<file path="config.mk">
export PLATFORM = sky130hd
export DESIGN_NAME = calc1_req_driver_flat
export DESIGN_NICKNAME = d
export VERILOG_FILES = /design/src/rtl/calc1_pkg.sv /design/src/rtl/calc1_req_driver_if.sv /design/src/rtl/calc1_req_fifo.sv /design/src/rtl/calc1_req_driver.sv /design/src/flat_wrapper.sv
export SDC_FILE = /design/constraint.sdc
export NUM_CORES = 1
export LEC_CHECK = 0
export ABC_CLOCK_PERIOD_IN_PS = 3200
export BUFFER_PORTS_ARGS = -buffer_cell sky130_fd_sc_hd__buf_4
export CORE_ASPECT_RATIO = 0.9
export CORE_MARGIN = 4
export CORE_UTILIZATION = 35
export CTS_BUF_LIST = sky130_fd_sc_hd__clkbuf_4 sky130_fd_sc_hd__clkbuf_8
export CTS_CLUSTER_SIZE = 8
export DETAILED_ROUTE_END_ITERATION = 16
export HOLD_SLACK_MARGIN = 0.1
export PLACE_DENSITY_LB_ADDON = 0.1
export SETUP_SLACK_MARGIN = 0.1
export SYNTH_ARGS = -nofsm -noshare
export SYNTH_HDL_FRONTEND = slang
export SYNTH_SLANG_ARGS = --single-unit
</file>
<file path="constraint.sdc">
create_clock -name c_clk -period 3.2 [get_ports c_clk]
set_clock_uncertainty 0.1 [all_clocks]
set_input_delay 0.64 -clock c_clk [delete_from_list [all_inputs] [get_ports c_clk]]
set_output_delay 0.64 -clock c_clk [all_outputs]
set_load 0.02 [all_outputs]
</file>
<file path="src/rtl/calc1_pkg.sv">
`default_nettype none
// ============================================================================
// Module   : calc1_pkg
// Purpose  : Shared calc1 command/response codes, driver FSM states and the
//            queued-operation record used by calc1_req_driver.
// Revision : 1.0 - initial release
// ============================================================================
package calc1_pkg;

    localparam logic [0:3] CMD_NOP = 4'd0;
    localparam logic [0:3] CMD_ADD = 4'd1;
    localparam logic [0:3] CMD_SUB = 4'd2;
    localparam logic [0:3] CMD_SHL = 4'd5;
    localparam logic [0:3] CMD_SHR = 4'd6;

    localparam logic [0:1] RESP_NONE = 2'd0;
    localparam logic [0:1] RESP_OK   = 2'd1;
    localparam logic [0:1] RESP_OVF  = 2'd2;
    localparam logic [0:1] RESP_INV  = 2'd3;

    localparam int DRV_STATE_W = 2;

    typedef enum logic [DRV_STATE_W-1:0] {
        ST_IDLE  = 2'd0,
        ST_SEND1 = 2'd1,
        ST_SEND2 = 2'd2,
        ST_WAIT  = 2'd3
    } drv_state_t;

    typedef struct packed {
        logic [0:3]  cmd;
        logic [0:31] d1;
        logic [0:31] d2;
    } op_t;

endpackage
`default_nettype wire

</file>
<file path="src/rtl/calc1_req_driver_if.sv">
`default_nettype none
// ============================================================================
// Module   : calc1_req_driver_if
// Purpose  : Stimulus-side operation port, calc1 request/response bus and
//            completion reporting of one calc1_req_driver.
// Revision : 1.0 - initial release
// ============================================================================
interface calc1_req_driver_if;
    logic        op_valid;
    logic        op_ready;
    logic [0:3]  op_cmd;
    logic [0:31] op_data1;
    logic [0:31] op_data2;
    logic [0:3]  req_cmd_out;
    logic [0:31] req_data_out;
    logic [0:1]  resp_in;
    logic [0:31] data_in;
    logic        done;
    logic [0:3]  done_cmd;
    logic [0:1]  done_resp;
    logic [0:31] done_data;
    logic        stray_resp;
    logic        timeout;
    logic        busy;

    // master: the driver itself; slave: stimulus source plus calc1 port
    modport master (
        input  op_valid, op_cmd, op_data1, op_data2, resp_in, data_in,
        output op_ready, req_cmd_out, req_data_out, done, done_cmd,
               done_resp, done_data, stray_resp, timeout, busy
    );
    modport slave (
        output op_valid, op_cmd, op_data1, op_data2, resp_in, data_in,
        input  op_ready, req_cmd_out, req_data_out, done, done_cmd,
               done_resp, done_data, stray_resp, timeout, busy
    );
endinterface
`default_nettype wire

</file>
<file path="src/rtl/calc1_req_fifo.sv">
`default_nettype none
// ============================================================================
// Module   : calc1_req_fifo
// Purpose  : DEPTH x WIDTH synchronous FIFO; pushes are refused while full.
// Revision : 1.0 - initial release
// ============================================================================
module calc1_req_fifo #(
    parameter int DEPTH = 4,
    parameter int WIDTH = 68
) (
    input  wire logic             clk,
    input  wire logic             rst,
    input  wire logic             i_push,
    input  wire logic [WIDTH-1:0] i_wdata,
    input  wire logic             i_pop,
    output logic      [WIDTH-1:0] o_rdata,
    output logic                  o_full,
    output logic                  o_empty
);
    localparam int PTR_W = $clog2(DEPTH);
    localparam int CNT_W = $clog2(DEPTH + 1);

    logic [WIDTH-1:0] r_mem [DEPTH];
    logic [PTR_W-1:0] r_wr_ptr;
    logic [PTR_W-1:0] r_rd_ptr;
    logic [CNT_W-1:0] r_count;
    logic             w_push_ok;
    logic             w_pop_ok;

    assign o_full    = (r_count == CNT_W'(DEPTH));
    assign o_empty   = (r_count == '0);
    assign w_push_ok = i_push & ~o_full;
    assign w_pop_ok  = i_pop & ~o_empty;
    assign o_rdata   = r_mem[r_rd_ptr];

    always_ff @(posedge clk) begin
        if (w_push_ok) begin
            r_mem[r_wr_ptr] <= i_wdata;
        end
    end

    // DEPTH is a power of two, so pointer overflow is the modulo wrap
    always_ff @(posedge clk) begin
        if (rst) begin
            r_wr_ptr <= '0;
            r_rd_ptr <= '0;
            r_count  <= '0;
        end else begin
            if (w_push_ok) r_wr_ptr <= r_wr_ptr + PTR_W'(1);
            if (w_pop_ok)  r_rd_ptr <= r_rd_ptr + PTR_W'(1);
            case ({w_push_ok, w_pop_ok})
                2'b10:   r_count <= r_count + CNT_W'(1);
                2'b01:   r_count <= r_count - CNT_W'(1);
                default: r_count <= r_count;
            endcase
        end
    end
endmodule
`default_nettype wire

</file>
<file path="src/rtl/calc1_req_driver.sv">
`default_nettype none
// ============================================================================
// Module   : calc1_req_driver
// Purpose  : Per-port calc1 request sequencer: queues operations and drives
//            them onto the calc1 bus, one outstanding at a time.
//            Optional macro CALC1_DRV_TIMEOUT_EN abandons ops after TIMEOUT
//            WAIT cycles without a response.
// Revision : 1.0 - initial release
// ============================================================================
module calc1_req_driver
    import calc1_pkg::*;
#(
    parameter int DEPTH   = 4,
    parameter int TIMEOUT = 64
) (
    input wire logic           c_clk,
    input wire logic           reset,
    calc1_req_driver_if.master bus
);
    generate
        if (DEPTH < 2 || (DEPTH & (DEPTH - 1)) != 0) begin : g_bad_depth
            $error("calc1_req_driver: DEPTH must be a power of two >= 2");
        end
        if (TIMEOUT < 1) begin : g_bad_timeout
            $error("calc1_req_driver: TIMEOUT must be >= 1");
        end
    endgenerate

    drv_state_t  r_state, w_state_nxt;
    op_t         r_hold, w_push_op, w_fifo_rdata;
    logic        w_fifo_full, w_fifo_empty;
    logic        w_pop, w_nop_done, w_resp_hit, w_stray, w_to_expire;
    logic [0:3]  w_req_cmd,  r_req_cmd;
    logic [0:31] w_req_data, r_req_data;
    logic        r_done, r_stray, r_timeout;
    logic [0:3]  r_done_cmd;
    logic [0:1]  r_done_resp;
    logic [0:31] r_done_data;

    assign w_push_op = '{cmd: bus.op_cmd, d1: bus.op_data1, d2: bus.op_data2};

    calc1_req_fifo #(.DEPTH(DEPTH), .WIDTH($bits(op_t))) u_fifo (
        .clk     (c_clk),
        .rst     (reset),
        .i_push  (bus.op_valid),
        .i_wdata (w_push_op),
        .i_pop   (w_pop),
        .o_rdata (w_fifo_rdata),
        .o_full  (w_fifo_full),
        .o_empty (w_fifo_empty)
    );

`ifdef CALC1_DRV_TIMEOUT_EN
    localparam int TO_W = $clog2(TIMEOUT + 1);
    logic [TO_W-1:0] r_to_cnt;

    // Holds the number of WAIT cycles already elapsed; zero on WAIT entry
    always_ff @(posedge c_clk) begin
        if (reset || r_state != ST_WAIT) r_to_cnt <= '0;
        else                             r_to_cnt <= r_to_cnt + TO_W'(1);
    end
    assign w_to_expire = (r_state == ST_WAIT) && (bus.resp_in == RESP_NONE) &&
                         (r_to_cnt == TO_W'(TIMEOUT - 1));
`else
    assign w_to_expire = 1'b0;
`endif

    always_ff @(posedge c_clk) begin
        if (reset) r_state <= ST_IDLE;
        else       r_state <= w_state_nxt;
    end

    always_comb begin
        w_state_nxt = r_state;
        case (r_state)
            ST_IDLE:  if (!w_fifo_empty && w_fifo_rdata.cmd != CMD_NOP) w_state_nxt = ST_SEND1;
            ST_SEND1: w_state_nxt = ST_SEND2;
            ST_SEND2: w_state_nxt = ST_WAIT;
            ST_WAIT:  if (w_resp_hit || w_to_expire) w_state_nxt = ST_IDLE;
            default:  w_state_nxt = ST_IDLE;
        endcase
    end

    // Bus values follow the current state and are registered, so the bus lags the FSM by one cycle
    always_comb begin
        w_req_cmd  = '0;
        w_req_data = '0;
        w_pop      = (r_state == ST_IDLE) && !w_fifo_empty;
        w_nop_done = w_pop && (w_fifo_rdata.cmd == CMD_NOP);
        w_resp_hit = (r_state == ST_WAIT) && (bus.resp_in != RESP_NONE);
        w_stray    = (r_state != ST_WAIT) && (bus.resp_in != RESP_NONE);
        case (r_state)
            ST_SEND1: begin
                w_req_cmd  = r_hold.cmd;
                w_req_data = r_hold.d1;
            end
            ST_SEND2: w_req_data = r_hold.d2;
            default:  ;
        endcase
    end

    always_ff @(posedge c_clk) begin
        if (reset) begin
            r_hold      <= '0;
            r_req_cmd   <= '0;
            r_req_data  <= '0;
            r_done      <= 1'b0;
            r_stray     <= 1'b0;
            r_timeout   <= 1'b0;
            r_done_cmd  <= '0;
            r_done_resp <= '0;
            r_done_data <= '0;
        end else begin
            r_done     <= 1'b0;
            r_timeout  <= 1'b0;
            r_stray    <= w_stray;
            r_req_cmd  <= w_req_cmd;
            r_req_data <= w_req_data;
            if (w_pop) r_hold <= w_fifo_rdata;
            if (w_nop_done) begin
                r_done      <= 1'b1;
                r_done_cmd  <= CMD_NOP;
                r_done_resp <= RESP_NONE;
                r_done_data <= '0;
            end else if (w_resp_hit) begin
                r_done      <= 1'b1;
                r_done_cmd  <= r_hold.cmd;
                r_done_resp <= bus.resp_in;
                r_done_data <= bus.data_in;
            end else if (w_to_expire) begin
                r_done      <= 1'b1;
                r_timeout   <= 1'b1;
                r_done_cmd  <= r_hold.cmd;
                r_done_resp <= RESP_NONE;
                r_done_data <= '0;
            end
        end
    end

    assign bus.op_ready     = !w_fifo_full;
    assign bus.busy         = (r_state != ST_IDLE) || !w_fifo_empty;
    assign bus.req_cmd_out  = r_req_cmd;
    assign bus.req_data_out = r_req_data;
    assign bus.done         = r_done;
    assign bus.done_cmd     = r_done_cmd;
    assign bus.done_resp    = r_done_resp;
    assign bus.done_data    = r_done_data;
    assign bus.stray_resp   = r_stray;
    assign bus.timeout      = r_timeout;
endmodule
`default_nettype wire

</file>
<file path="src/flat_wrapper.sv">
// flat-port wrapper written by rule: the top's interface ports become plain ports
module calc1_req_driver_flat import calc1_pkg::*;
#(
    parameter int DEPTH   = 4,
    parameter int TIMEOUT = 64
)
  (c_clk, reset, bus_op_valid, bus_op_cmd, bus_op_data1, bus_op_data2, bus_resp_in, bus_data_in, bus_op_ready, bus_req_cmd_out, bus_req_data_out, bus_done, bus_done_cmd, bus_done_resp, bus_done_data, bus_stray_resp, bus_timeout, bus_busy);
  calc1_req_driver_if bus_i ();
  input wire logic c_clk;
  input wire logic reset;
  input wire logic [$bits(bus_i.op_valid)-1:0] bus_op_valid;
  input wire logic [$bits(bus_i.op_cmd)-1:0] bus_op_cmd;
  input wire logic [$bits(bus_i.op_data1)-1:0] bus_op_data1;
  input wire logic [$bits(bus_i.op_data2)-1:0] bus_op_data2;
  input wire logic [$bits(bus_i.resp_in)-1:0] bus_resp_in;
  input wire logic [$bits(bus_i.data_in)-1:0] bus_data_in;
  output wire logic [$bits(bus_i.op_ready)-1:0] bus_op_ready;
  output wire logic [$bits(bus_i.req_cmd_out)-1:0] bus_req_cmd_out;
  output wire logic [$bits(bus_i.req_data_out)-1:0] bus_req_data_out;
  output wire logic [$bits(bus_i.done)-1:0] bus_done;
  output wire logic [$bits(bus_i.done_cmd)-1:0] bus_done_cmd;
  output wire logic [$bits(bus_i.done_resp)-1:0] bus_done_resp;
  output wire logic [$bits(bus_i.done_data)-1:0] bus_done_data;
  output wire logic [$bits(bus_i.stray_resp)-1:0] bus_stray_resp;
  output wire logic [$bits(bus_i.timeout)-1:0] bus_timeout;
  output wire logic [$bits(bus_i.busy)-1:0] bus_busy;
  assign bus_i.op_valid = bus_op_valid;
  assign bus_i.op_cmd = bus_op_cmd;
  assign bus_i.op_data1 = bus_op_data1;
  assign bus_i.op_data2 = bus_op_data2;
  assign bus_i.resp_in = bus_resp_in;
  assign bus_i.data_in = bus_data_in;
  assign bus_op_ready = bus_i.op_ready;
  assign bus_req_cmd_out = bus_i.req_cmd_out;
  assign bus_req_data_out = bus_i.req_data_out;
  assign bus_done = bus_i.done;
  assign bus_done_cmd = bus_i.done_cmd;
  assign bus_done_resp = bus_i.done_resp;
  assign bus_done_data = bus_i.done_data;
  assign bus_stray_resp = bus_i.stray_resp;
  assign bus_timeout = bus_i.timeout;
  assign bus_busy = bus_i.busy;
  calc1_req_driver #(.DEPTH(DEPTH), .TIMEOUT(TIMEOUT)) u_core (.c_clk(c_clk), .reset(reset), .bus(bus_i));
endmodule
</file>
# Word level (Yosys, flattened, before mapping)
# Memory sizes are Yosys's and may differ from the RTL's. A register that Yosys moved wholly into a read port is not among the register bits.
# Index checks and enable logic that the tools add are counted.
# op_classes
reduce_logical	18
shift	0
bitwise	5
eq_ne	9
n_lt_le_gt_ge	0
n_addsub	4
n_mux	11
n_mul	0
div_mod_pow	0
# ops
operator	count
32-bit case mux with 2 select lines	1
2-bit 2-to-1 mux	4
2-bit case mux with 4 select lines	1
2-bit == test (second input constant)	3
3-bit case mux with 2 select lines	1
2-bit nonzero test	3
1-bit logical AND	5
2-bit by 1-bit adder with 2-bit output (second input constant)	2
2-bit by 1-bit == test with 1-bit output (second input constant)	2
4-bit logical NOT	1
1-bit 2-to-1 mux	4
2-bit by 1-bit inequality test with 1-bit output (second input constant)	2
4-bit nonzero test	1
2-bit OR reduction	2
3-bit by 1-bit adder with 3-bit output (second input constant)	1
3-bit == test (second input constant)	1
3-bit logical NOT	1
1-bit NOT	3
3-bit by 1-bit subtractor with 3-bit output (second input constant)	1
1-bit bitwise AND	2
1-bit logical NOT	2
2-bit logical NOT	1
2-bit inequality test (second input constant)	1
2-bit AND reduction	1
1-bit logical OR	1
# word_totals
rom_bits	0
register_bits	153
latchBits	0
out_inout_bits	79
in_bits	105
memories	1
elab_cells	62
mem_bits_rw	272
# memory_table
memory	depth	width	rd	rd_ports_with_merged_regs	write_ports	line	rtl
u_core.u_fifo.r_mem	4	68	1	1	1	calc1_req_fifo.sv:23	logic [WIDTH-1:0] r_mem [DEPTH];

# Longest topological paths before layout
# Gate-level depths: netlist of the first run.
# depth
depth_word	6
depth_mapped	11

# Modules after synthesis
# From an unflattened synthesis of the first run, not the netlist that was laid out.
# unflattened
hier_cells	1019
hier_area_um2	15478.6
# modules_own_cells
module	cells_per_inst	instances	seq_area_each_um2	area_per_inst_um2
calc1_req_fifo	410	1	8348.0	10306.1
calc1_req_driver	609	1	2922.8	5172.5

# Worst setup path after synthesis of the first run
# No wires, ideal clock.
# synth_path
path_type	reg-to-reg
from	reg u_core.u_fifo.r_count[0]
to	mem u_core.u_fifo.r_mem[0][0] (enable)
setup_slack_ps	297
path_stages_with_launch	3
t_arrival_ps	2369
required_time_ps	2666
cell_sequence	dfxtp_1 > or3b_1 > and3_1
# synth_between
elab_chain_len	5
# synth_lines
item	line	rtl
start, declared	calc1_req_fifo.sv:26	logic [CNT_W-1:0] r_count;
start signal, assigned	calc1_req_fifo.sv:52	2'b10: r_count <= r_count + CNT_W'(1);
start signal, assigned	calc1_req_fifo.sv:53	2'b01: r_count <= r_count - CNT_W'(1);
start signal, assigned	calc1_req_fifo.sv:54	default: r_count <= r_count;
3-bit == test	calc1_req_fifo.sv:30	assign o_full = (r_count == CNT_W'(DEPTH));
1-bit NOT	calc1_req_fifo.sv:32	assign w_push_ok = i_push & ~o_full;
1-bit bitwise AND	calc1_req_fifo.sv:32	
1-bit 2-to-1 mux	calc1_req_fifo.sv:37	if (w_push_ok) begin
1-bit 2-to-1 mux (not written as such)	calc1_req_fifo.sv:38	r_mem[r_wr_ptr] <= i_wdata;
end, declared	calc1_req_fifo.sv:23	
# Every way passes these cells.

# Worst setup path in the final report of the first run
# layout_path
from	reg u_core.u_fifo.r_count[2]
to	reg u_core.u_fifo.r_count[2]
# layout_between
elab_chain_len	6
# layout_lines
item	line	rtl
3-bit logical NOT	calc1_req_fifo.sv:31	assign o_empty = (r_count == '0);
1-bit logical NOT	calc1_req_driver.sv:88	w_pop = (r_state == ST_IDLE) && !w_fifo_empty;
1-bit logical AND	calc1_req_driver.sv:88	
1-bit bitwise AND	calc1_req_fifo.sv:33	assign w_pop_ok = i_pop & ~o_empty;
2-bit by 1-bit == test with 1-bit output / 2-bit == test (equally long branches)	calc1_req_fifo.sv:51	case ({w_push_ok, w_pop_ok})
3-bit case mux with 2 select lines / 2-bit nonzero test (equally long branches)	--	
# Several ways; a longest one is shown, not always the timed one.
# A chain may end at the register's enable or synchronous reset.

==> results.md, run 1 <==
- Total Wirelength: 35.69 mm
- Final period util: between 80% and 90%
- Fillers: between 3000 and 4000
- Crit Path Class: flop to flop
- Register area: about 11000 um2
- Cts repair resizes: 0
- Die height: a little over 200 um
- Sum Neg Setup Slack: 0 ps
- Avg Inst Size Synth: 15.04 um2
- Max-Cap Viols: 0
- Post-layout min period: ~2600 ps
- WL/cell: ~19 um
- 1st-pass router iterations: 5
- Initial Utilization: approximately 36%
- Total CTS buffers: between 70 and 80
- Fmax: roughly 380 MHz
- Critical-path top delay cell: or3b_1
- Slowest cell delay on critical path: between 400 and 500 ps
- Post-synth top area cell: edfxtp_1
- Clk pin slew, worst setup/hold paths: ~60 ps
- Placed wire-length estimate: ~21 mm
- IO buf count: about 180
- Antenna violations before repair: 1
- Outcome: finished, final reports clean
- Largest net degree at the start of global routing: 71
- Actual slew at the worst max-slew pin: between 900 and 1000 ps
- RSZ-0062 raised after global routing: false
- Routability cong.: 0.7044
- Die width: 228.4 um
- WP data arrival: 3040 ps
- Cell mode on critical path: inv_1
- Share of cells above drive strength 1: between 30% and 40%
- Nets: around 1400
- Syn. warnings: 0
- 1st-iter DRT viols: 485
- Req. time, crit path: approximately 3600 ps
- Worst-Skew Late Latency: a little over 600 ps
- Root Driver: clkbuf_8
- Mapped Cells: 1017
- TritonCTS sink count: around 430
- CTS tree: done
- H-tree levels: 3
- Drt drc: 0
- Worst slack at placement: a little over 600 ps
- Via density: approximately 4.7
- Die ar.: about 47000 um2
- Critical path cell sequence: or3b_1 > and2_1 > inv_1 > ha_1 > inv_1 > fa_1 > xor2_1 > or3_1 > a21oi_1
- Commonest non-fill, non-tap cell in the layout: edfxtp_1
- Final-report max-slew violation count: 0
- Pwr Density: 818.8 nW/um2
- Worst-path fanout max: 6
- #FFs+latches synth: approximately 430
- Hold violation total from the final report: 0
- DRT antenna net count: 0
- First-pass GRT wire length: ~55 mm
- Ports: around 180
- Seq/Total Area, Yosys: around three quarters
- Multi-input logic area: between 3000 and 4000 um2
- Row count: between 70 and 80
- Area contributors post-synth: edfxtp_1, dfxtp_1, mux4_2
- Area added between synthesis and finish: 28.22%
- Most frequent cells in the layout: edfxtp_1, nand2_1, buf_4
- Synthesized area: about 15000 um2
- Remaining Overflow, GRT: 0
- Syn nets: 1132
- Fin util: between 40% and 50%
- Vias in the first global route: 9582
- VDD IR max: 405.2 uV
- Final worst slack: between 500 and 600 ps
- Startpoint Class: flop
- Synth top area share: between 50% and 60%
- Hold crit path type: input pin to flop
- CTS max path bufs: 3
- Crit. End Element: flop
- Lkg Pwr: a little under 0.007 uW
- Normalized max-slew margin: about two fifths
- Gr usage total: between 10% and 20%
- Core area: between 40000 and 50000 um2
- DR vias: slightly above 9000
- Yosys cell types: 36
- Setup violators final: 0
state kept, by name (all words and copies together) (netlist names), named ones only:
register and flops:
u_core.r_hold 68, u_core.bus.req_data_out 32, u_core.u_fifo.r_wr_ptr 2, u_core.r_state 2
u_core.bus.done_data 32, u_core.u_fifo.r_rd_ptr 2, u_core.bus.done 1, u_core.u_fifo.r_count 3
u_core.bus.done_resp 2, u_core.bus.stray_resp 1, u_core.bus.req_cmd_out 4, u_core.bus.done_cmd 4
u_core.u_fifo.r_mem 272
repair_timing:
action,CTS,global route
hold buffers,66,0
hold endpoints to repair,264,0
buffers inserted,0,0
report_power, final:
group          switching [uW]  leakage [uW]  internal, uW
clock network            2140      0.000831          3000
logic                    2300       0.00229          1430
registers                 393       0.00376          6800
routing by layer:
layer	wire, um	vias to the layer above	global-route usage [%]
met5	0	-	0
met4	734	0	4.919
met3	1699	63	3.693
met2	17000	209	24.92
met1	16260	4520	20.09
li1	-	4308	-
cell type report:
| type | count | share of cell area (%) |
|---|---|---|
| antenna | 1 | 0.01276 |
| sequential | 427 | 57.49 |
| clock buffer | 118 | 7.290 |
| clock inverter | 20 | 0.7717 |
| tap | 555 | 3.540 |
| timing repair buffer | 274 | 11.65 |
| multi-input combinational | 517 | 19.07 |
| inverter | 9 | 0.1786 |
per-stage QoR:
step / total power [uW] / cells / area, um2 / hold WS [ps]
after floorplan: 9726 / 1017 / 15300 / 336.0
after global routing: 17060 / 1920 / 19620 / 106.8
after detailed placement: 11090 / 1716 / 17370 / 346.0
after CTS: 16390 / 1920 / 19620 / 102.2
final: 16060 / 1921 / 19620 / 152.8
after global placement: 11020 / 1716 / 17370 / 341.1
cells in the mapped netlist (all sizes together):
library cell / number
edfxtp: 272
nand2: 217
dfxtp: 155
a21oi: 111
mux4: 68
nor2: 43
clkbuf: 36
a22oi: 32
buf: 28
ha: 9
inv: 9
and2: 5
and3: 4
nand2b: 3
nor3: 3
xor2: 3
mux2: 2
nor2b: 2
o21ai: 2
xnor2: 2
a211oi: 1
a21o: 1
a22o: 1
conb: 1
fa: 1
mux2i: 1
o21a: 1
o22ai: 1
o31ai: 1
or3: 1
or3b: 1
final timing paths:
check,start,endpoint,slack (ps),cells after the start
worst max-delay path,u_core.u_fifo.r_count[2],u_core.u_fifo.r_count[2],600,9
worst min-delay path,bus_op_data2[23],u_core.u_fifo.r_mem[3][23],150,1
worst max register to register,u_core.u_fifo.r_count[2],u_core.u_fifo.r_count[2],600,9
worst min register to register,u_core.r_hold[63],u_core.r_hold[63],350,2
critical path: cells and delay by family, from the launching register on:
kind            cells  cell delay [ps]
buf+inv             2              150
simple gates        3             1010
fa+ha+maj           2              540
compound gates      1              140
xor+xnor            1              170
flops               1              410
cells by family after synthesis:
family,count (synthesis),synth area share [%]
other,1,0.02451
adders and majority gates,10,0.8669
muxes,71,10.22
xor gates and xnor gates,5,0.2863
buffers and inverters,73,2.159
DFF,427,73.67
AOI/OAI and AO/OA,151,5.594
and+or+nand+nor,279,7.180
Note: power is estimated with default switching activity, not from simulation.
==> run 2: changes to the inputs <==
--- a/config.mk
+++ b/config.mk
@@ -5,7 +5,7 @@
 export SDC_FILE = /design/constraint.sdc
 export NUM_CORES = 1
 export LEC_CHECK = 0
-export ABC_CLOCK_PERIOD_IN_PS = 3200
+export ABC_CLOCK_PERIOD_IN_PS = 2150
 export BUFFER_PORTS_ARGS = -buffer_cell sky130_fd_sc_hd__buf_4
 export CORE_ASPECT_RATIO = 0.9
 export CORE_MARGIN = 4
==> constraint.sdc (replaced) <==
create_clock -name c_clk -period 2.15 [get_ports c_clk]
set_clock_uncertainty 0.1 [all_clocks]
set_input_delay 0.43 -clock c_clk [delete_from_list [all_inputs] [get_ports c_clk]]
set_output_delay 0.43 -clock c_clk [all_outputs]
set_load 0.02 [all_outputs]
==> run 2 against run 1 <==
Against the previous run:
- the flow now finishes with violations (negative setup slack)
- flip-flop and latch count did not move
- combinational power is 75% higher
- utilization grew 1.4 points
- clock power is 42% higher
- first-iteration DRC count up 9.1%
- sequential share of layout area shrank 1.7 points
- critical path depth did not move
- die area is the same
- via count increased by 2.6%
- wire length grew 4.6%
- final area grew 3.0%
- clock-buffer cell count unchanged
==> results.md, run 2 (synthesized netlist as in run 1, its figures left out) <==
- RSZ-0062 raised after global routing: true
- IO buf count: 182 (unchanged)
- 1st-iter DRT viols: 529 (+9.1%)
- Max-Cap Viols: 0 (unchanged)
- Vias in the first global route: 9752 (+1.8%)
- Worst-Skew Late Latency: 600 ps (-20 ps)
- ANT cells: 0 (-1)
- Crit. End Element: flop
- Fillers: 3859 (-1.3%)
- Gr usage total: 15.53% (+0.33 points)
- Die width: 228.4 um (unchanged)
- Normalized max-slew margin: 51.36% (+13 points)
- Worst-path fanout max: 2 (-4)
- Highest Signal Layer: met5
- Cell Area, Placed: 17540 um2 (+0.97%)
- Met2 WL: 17.25 mm (+1.5%)
- Commonest non-fill, non-tap cell in the layout: edfxtp_1
- Max reg flops: 272 (unchanged)
- Wire length on met1: 17.17 mm (+5.6%)
- Share of cells above drive strength 1: 32.06% (+1.4 points)
- Routability cong.: 0.6806 (-3.4%)
- Setup violators final: 1 (+1)
- Outcome: finished, violations left
- Nets: 1468 (+3.5%)
- Remaining Overflow, GRT: 0 (unchanged)
- Placed wire-length estimate: 20.64 mm (-1.1%)
- Pwr Density: 1211 nW/um2 (+48%)
- Area added between synthesis and finish: 32.06%
- Lkg Pwr: 0.007124 uW (+3.5%)
- Hold violation total from the final report: 0 (unchanged)
- DRT antenna net count: 0 (unchanged)
- Fmax: 460.3 MHz (+20%)
- Total chip power: 24460 uW (+52%)
- VDD IR max: 849.8 uV (+110%)
- Die height: 206.3 um (unchanged)
- H-tree levels: 3 (unchanged)
- Initial Utilization: 35.53% (unchanged)
- Tightest hold margin: 288.5 ps (+135.7 ps)
- Total CTS buffers: 73 (-2.7%)
- Final-report max-slew violation count: 0 (unchanged)
- Most frequent cells in the layout: edfxtp_1, nand2_1, buf_4
- First-pass GRT wire length: 56.87 mm (+2.5%)
- Failing checks: negative setup slack
- Final period util: 101.1% (+20 points)
- DR vias: 9334 (+2.6%)
- Core area: 43060 um2 (unchanged)
- CTS max path bufs: 3 (unchanged)
- Crit Path Class: flop to flop
- Post-route design area: 20200 um2 (+3.0%)
- Actual slew at the worst max-slew pin: 729.6 ps (-189.4 ps)
- Hold crit path type: input pin to flop
- Final worst slack: -22.67 ps (-621.6 ps)
- 1st-pass router iterations: 5 (unchanged)
- Req. time, crit path: 2560 ps (-1070 ps)
- Wire length on met3: 1.822 mm (+7.2%)
- TritonCTS sink count: 427 (unchanged)
- Total Wirelength: 37.34 mm (+4.6%)
- Die ar.: 47130 um2 (unchanged)
- Largest registers: u_core.u_fifo.r_mem x272, u_core.r_hold x68
- Largest net degree at the start of global routing: 71 (unchanged)
- WL/cell: 19.00 um (+2.3%)
- Biggest register: u_core.u_fifo.r_mem
- Multi-input logic area: 3817 um2 (+2.0%)
- CTS tree: done
- Startpoint Class: flop
- Drt drc: 0 (unchanged)
- Clk pin slew, worst setup/hold paths: 60 ps (about the same)
- WP data arrival: 2590 ps (-450 ps)
- Via density: 4.750 (+0.27%)
- Row count: 72 (unchanged)
- Ports: 184 (unchanged)
- Post-layout min period: 2173 ps (-428.4 ps)
- Antenna violations before repair: 3 (+2)
- Root Driver: clkbuf_8
- Register area: 11280 um2 (about the same)
## run 2: cell types whose count changed in the layout (fill, tap and decap cells not counted), sizes merged
cell,delta
dlygate4sd3,+37
bufinv,-2
clkbuf,+1
inv,-2
buf,+13
clkinvlp,-1
clkinv,-1
diode,-1
## run 2: metrics by stage
step	setup WS [ps]	utilization (%)	cells	TNS [ps]
after floorplan	-62.31	-	1017	-62.31
after global placement	-13.09	40.73	1722	-13.09
after detailed placement	-20.20	40.73	1722	-20.20
after CTS	-8.515	46.71	1961	-8.515
after global routing	-73.17	46.92	1965	-81.08
final	-22.67	46.92	1965	-22.67
## run 2: worst paths after layout
kind                                 start                         to  slack (ps)  cells after the start
setup reg to reg  u_core.u_fifo.r_count[2]   u_core.u_fifo.r_count[2]         -20                      9
setup / recovery  u_core.u_fifo.r_count[2]   u_core.u_fifo.r_count[2]         -20                      9
hold / removal                bus_op_valid  u_core.u_fifo.r_wr_ptr[0]         290                      5
hold reg to reg   u_core.bus.done_data[24]   u_core.bus.done_data[24]         350                      2
## run 2: timing repair
| action | CTS | global route |
|---|---|---|
| setup endpoints to repair | 3 | 44 |
| setup buffers | 4 | 2 |
| pin swaps | 1 | 6 |
| resized for setup | 6 | 13 |
| hold buffers | 103 | 0 |
| cloned | 0 | 2 |
| endpoints found under the hold margin | 316 | 0 |
## run 2: layout make-up
cell class / count / area share (%)
clock buffer: 118 / 7.016
tap: 555 / 3.437
multi-input combinational: 517 / 18.89
sequential: 427 / 55.84
clock inverter: 14 / 0.3406
timing repair buffer: 325 / 14.29
inverter: 9 / 0.1858
## run 2: metal layers
metal	GRT usage, %	up-vias
met5	0	-
met4	4.941	6
met3	4.066	91
met2	24.81	230
met1	20.93	4599
li1	-	4408
## run 2: critical path, cell delays in order, from the launching register on
cell and delay [ps]:
dfxtp_2 330, or3b_4 380, and2_4 160, inv_4 50, ha_4 120, inv_2 30, fa_2 320, xor2_1 170
or3_1 300, a21oi_1 120
## run 2: report_power, final
| group | switching (uW) | internal, uW | leakage, uW | total, uW |
|---|---|---|---|---|
| logic | 3860 | 2670 | 0.00257 | 6520 |
| registers | 527 | 10100 | 0.00376 | 10600 |
| clock network | 3130 | 4160 | 0.000798 | 7290 |
| total | 7520 | 16900 | 0.00712 | 24500 |
